**src/rtl/pc_sequencer.sv**
```systemverilog
// Fetch program-counter sequencer: sequential advance, branch/jump redirect,
// a circular return-address stack for call/return, and a sticky halt flag.
module pc_sequencer #(
    parameter int                     PC_WIDTH  = 32,
    parameter logic [PC_WIDTH-1:0]    PC_INIT   = '0,
    parameter logic [PC_WIDTH-1:0]    PC_INC    = PC_WIDTH'(4),
    parameter int                     RAS_DEPTH = 4,
    localparam int                    CNT_W     = $clog2(RAS_DEPTH + 1)
) (
    input  logic                CLK,
    input  logic                RST,
    input  logic                adv,
    input  logic                halt,
    input  logic                redirect,
    input  logic [PC_WIDTH-1:0] redirect_pc,
    input  logic                call,
    input  logic                ret,
    output logic [PC_WIDTH-1:0] PC,
    output logic                halted,
    output logic [CNT_W-1:0]    ras_count,
    output logic                ras_underflow
);

    localparam int PTR_W = (RAS_DEPTH > 1) ? $clog2(RAS_DEPTH) : 1;
    localparam logic [PTR_W-1:0] PTR_LAST = PTR_W'(RAS_DEPTH - 1);
    localparam logic [CNT_W-1:0] CNT_FULL = CNT_W'(RAS_DEPTH);

    logic [PC_WIDTH-1:0] ras_mem [RAS_DEPTH];

    logic [PC_WIDTH-1:0] pc_r;
    logic                halted_r;
    logic [PTR_W-1:0]    ptr_r;
    logic [CNT_W-1:0]    count_r;
    logic                underflow_r;

    logic                step_s;
    logic                empty_s;
    logic                pop_s;
    logic                push_s;
    logic [PC_WIDTH-1:0] seq_pc_s;
    logic [PC_WIDTH-1:0] top_s;
    logic [PC_WIDTH-1:0] next_pc_s;
    logic [PTR_W-1:0]    ptr_inc_s;
    logic [PTR_W-1:0]    ptr_dec_s;
    logic [PTR_W-1:0]    wr_idx_s;
    logic [PTR_W-1:0]    next_ptr_s;
    logic [CNT_W-1:0]    next_count_s;

    // ptr_r addresses the next free slot; the top of stack sits one below it.
    assign step_s    = adv & ~halt & ~halted_r;
    assign empty_s   = (count_r == CNT_W'(0));
    assign pop_s     = step_s & ret & ~empty_s;
    assign push_s    = step_s & call;
    assign seq_pc_s  = pc_r + PC_INC;
    assign ptr_inc_s = (ptr_r == PTR_LAST) ? PTR_W'(0) : ptr_r + PTR_W'(1);
    assign ptr_dec_s = (ptr_r == PTR_W'(0)) ? PTR_LAST : ptr_r - PTR_W'(1);
    assign top_s     = ras_mem[ptr_dec_s];

    // Next-PC selection and RAS pointer/count bookkeeping.
    always_comb begin
        next_pc_s    = pc_r;
        next_ptr_s   = ptr_r;
        next_count_s = count_r;
        wr_idx_s     = ptr_r;
        if (!step_s) begin
            next_pc_s = pc_r;
        end else if (pop_s && call) begin
            // Return and re-push into the same slot: depth is unchanged.
            next_pc_s = top_s;
            wr_idx_s  = ptr_dec_s;
        end else if (pop_s) begin
            next_pc_s    = top_s;
            next_ptr_s   = ptr_dec_s;
            next_count_s = count_r - CNT_W'(1);
        end else begin
            next_pc_s = redirect ? redirect_pc : seq_pc_s;
            if (call) begin
                next_ptr_s   = ptr_inc_s;
                next_count_s = (count_r == CNT_FULL) ? count_r : count_r + CNT_W'(1);
            end else begin
                next_ptr_s   = ptr_r;
                next_count_s = count_r;
            end
        end
    end

    // Architectural state registers.
    always_ff @(posedge CLK or posedge RST) begin
        if (RST) begin
            pc_r        <= PC_INIT;
            halted_r    <= 1'b0;
            ptr_r       <= '0;
            count_r     <= '0;
            underflow_r <= 1'b0;
        end else begin
            pc_r        <= next_pc_s;
            halted_r    <= halted_r | halt;
            ptr_r       <= next_ptr_s;
            count_r     <= next_count_s;
            underflow_r <= step_s & ret & empty_s;
        end
    end

    // RAS storage; contents are meaningless until pushed, so no reset.
    always_ff @(posedge CLK) begin
        if (push_s) begin
            ras_mem[wr_idx_s] <= seq_pc_s;
        end
    end

    assign PC            = pc_r;
    assign halted        = halted_r;
    assign ras_count     = count_r;
    assign ras_underflow = underflow_r;

endmodule
```
**config.mk**
```make
export PLATFORM = sky130hd
export DESIGN_NAME = pc_sequencer
export DESIGN_NICKNAME = d
export VERILOG_FILES = /design/src/rtl/pc_sequencer.sv
export SDC_FILE = /design/constraint.sdc
export NUM_CORES = 1
export LEC_CHECK = 0
export CAP_MARGIN = 20
export CORE_MARGIN = 4
export CORE_UTILIZATION = 60
export CTS_BUF_LIST = sky130_fd_sc_hd__clkbuf_2
export CTS_CLUSTER_SIZE = 25
export DETAILED_ROUTE_END_ITERATION = 16
export GPL_ROUTABILITY_DRIVEN = 0
export PLACE_DENSITY = 0.81
export SYNTH_ARGS = -nofsm -noshare
export SYNTH_HDL_FRONTEND = slang
export SYNTH_SLANG_ARGS = --single-unit
```
**constraint.sdc**
```tcl
create_clock -name CLK -period 11.05 [get_ports CLK]
set_input_delay 1.6575 -clock CLK [delete_from_list [all_inputs] [get_ports CLK]]
set_output_delay 1.6575 -clock CLK [all_outputs]
set_load 0.03 [all_outputs]
```
==> metrics <==
Post-Synth XOR/XNOR Area 3.32%; Cell Area, Synth 7910 um2; skew final 0.0322 ns; Synth Net Count 702; Core Footprint 12800 um2; most numerous cell on the critical path nand2_1; ys flop type edfxtp_1; Buffers on Ports 75; Top Ports 76; share of cells above drive strength 1 9.22%; Die Wd 123 um; # fillers 890; number of flops mapped to enable cells by yosys 128; CP Launch Type input pin; CTS clock-pin slew for the worst setup and hold paths 0.22 ns; Crit path buffers/inverters 1; delay of the slowest critical-path stage 0.74 ns; CTS tree built; Post-synth top cells 128 x edfxtp_1, 61 x nand2_1, 39 x a211oi_1, 39 x dfrtp_1, 38 x clkbuf_1; slowest library cell on the worst path o31a_1; gr usage total 27.4%; dominant cell type by area after synthesis edfxtp_1; yosys warns 0; Worst VDD drop 101 uV; # rows 41; Tmin final 3.86 ns; Crit path max-delay family compound AO/OA/AOI/OAI gates; Clock Path Buffers 2; Yosys top cell area share 48.6%; Die Ht 123 um; mux contribution to synthesized area 2.72%; vias in the first global route 5634; post-DP HPWL 12900 um; Unique masters post-synth 66; min-delay worst type flip-flop to flip-flop; reg2reg setup slack 7.75 ns; leakage 3.11 nW; WP data required 11.73 ns; Seq/Total Area, Yosys 61.0%; worst-path fanout max 22; Clock Sinks 167; pwr/cell area 130 nW/um2; worst-skew pair later-pin latency 0.75 ns; initial antenna violation count 0; First DRT Iteration DRCs 653; CTS Buf Count 17; Final ANT Viol Nets 0; Synth area leaders edfxtp_1 49%, dfrtp_1 12%, a211oi_1 3.7%; period utilization 34.9%; synthesis-to-finish area growth 14.1%; TritonRoute pass-1 iters 6; first-pass GRT wire length 30900 um; final hold vios 0; CP Class input pin to flip-flop; Max-cap violations 0; CP endpoint kind flip-flop; Via Count 5887; RSZ-0062 raised after global routing no; flop and latch count out of synthesis 167; complex-gate fraction of the synthesized area 15.6%; via/cell ratio 6.55; critical-path cell list clkdlybuf4s50_1 > o31a_1 > nand2_1 > o21ai_0 > ha_1 > nand2_1 > a21oi_1 > xor2_1; Routed WL 20200 um; pin count of the biggest net entering global routing 74; final setup fails 0; Congestion Overflow GR 0; Avg Cell Area, Syn 12.0 um2; DRC violations left 0; Max Transition Viols Final 0; slew at the pin closest to its max-slew limit 1.06 ns; number of diodes 0; post-synthesis simple-gate area fraction 13.3%; CTS H-tree lvls 4; largest family of logic cells by synthesized area compound AO/OA/AOI/OAI gates; relative slew slack 28.9%; Initial Utilization 61.9%; cts hold-fix bufs 0; drt wl/cell 22.5 um; setup bufs post-CTS 0; post-cts gate resize count 0; Post-Synth Adder-Cell Area 0.633%; outcome finished clean; asr flop ratio synth 23.4%; placed cells 865; root buffer cell clkbuf_2; fin nets 757; fin cells 899; CP arrival 4.54 ns; Fmax achieved 259 MHz; most frequent cell after synthesis edfxtp_1; setup_tns 0 ns; DIE AREA 15100 um2; Post-Synthesis Cells 659
-- worst paths after layout --
path                       startpoint  cells after the start        endpoint
max                               ret                      8    ras_count[2]
min                          ptr_r[0]                      3        ptr_r[0]
max reg2reg                  ptr_r[1]                      7  ras_mem[2][11]
min reg2reg                  ptr_r[0]                      3        ptr_r[0]
max in group asynchronous         RST                      3        ptr_r[0]
min in group asynchronous         RST                      3          PC[30]
-- final cells by class --
type	count	area (um2)	area share, %
inverters	7	26.3	0.291
multi-input cells	431	2850	31.6
clock buffers	18	90.1	0.998
clock inverters	14	126	1.40
repair buffers	90	896	9.93
well taps	172	215	2.39
flip-flops and latches	167	4820	53.4
-- cells in the final DEF, fill, tap and decap left out, drive strengths merged, types with 15 or more instances in the layout --
cell type and count:
a211oi 39, a21oi 27, a31oi 23, buf 15
clkbuf 18, clkdlybuf4s50 75, dfrtp 39, edfxtp 128
mux2i 17, nand2 61, nand3 23, nand4 15
nor2 23, nor2b 28, o21ai 32, xnor2 23
-- per-stage QoR --
stage	setup slack, ns	total power, mW	util (%)	hold slack [ns]	instance area (um2)
2_1_floorplan	6.59	0.812	-	0.498	7910
3_3_place_gp	6.53	0.871	68.6	0.514	8760
3_5_place_dp	6.41	0.877	68.6	0.548	8760
4_1_cts	7.22	1.17	70.3	0.575	8970
5_1_grt	7.03	1.21	70.6	0.626	9020
6_report	7.19	1.17	70.6	0.582	9020
-- worst register-to-register path, cell delays in order (launching register included) --
cell     delay, ns
dfrtp_1       0.52
inv_1         0.14
ha_2          0.43
buf_12        0.25
inv_1         0.39
a31oi_1       0.18
nor2_2        0.67
buf_4         0.43
-- report_power, final --
part / switching, mW / leakage (nW) / internal [mW]
logic: 0.0874 / 1.32 / 0.0617
clock network: 0.218 / 0.127 / 0.0840
registers: 0.0250 / 1.67 / 0.693
-- kinds of logic after synthesis --
| kind of cell | after synthesis |
|---|---|
| simple gates | 196 |
| compound gates | 181 |
| flops | 167 |
| buf+inv | 61 |
| xor+xnor | 30 |
| mux | 20 |
| fa+ha+maj | 4 |
-- layer usage --
metal	vias to the layer above	share of wire [%]	GRT usage, %
met1	2877	40	36.9
li1	2623	-	-
met2	328	49	44.0
met5	-	0	0
met4	0	3.0	10.4
met3	59	8.3	5.94
-- flip-flops by register name, summed over array words and instances (netlist names) --
signal	count
ras_mem	128
halted	1
ptr_r	2
PC	32
ras_count	3
ras_underflow	1
(Power assumes the default switching activity.)
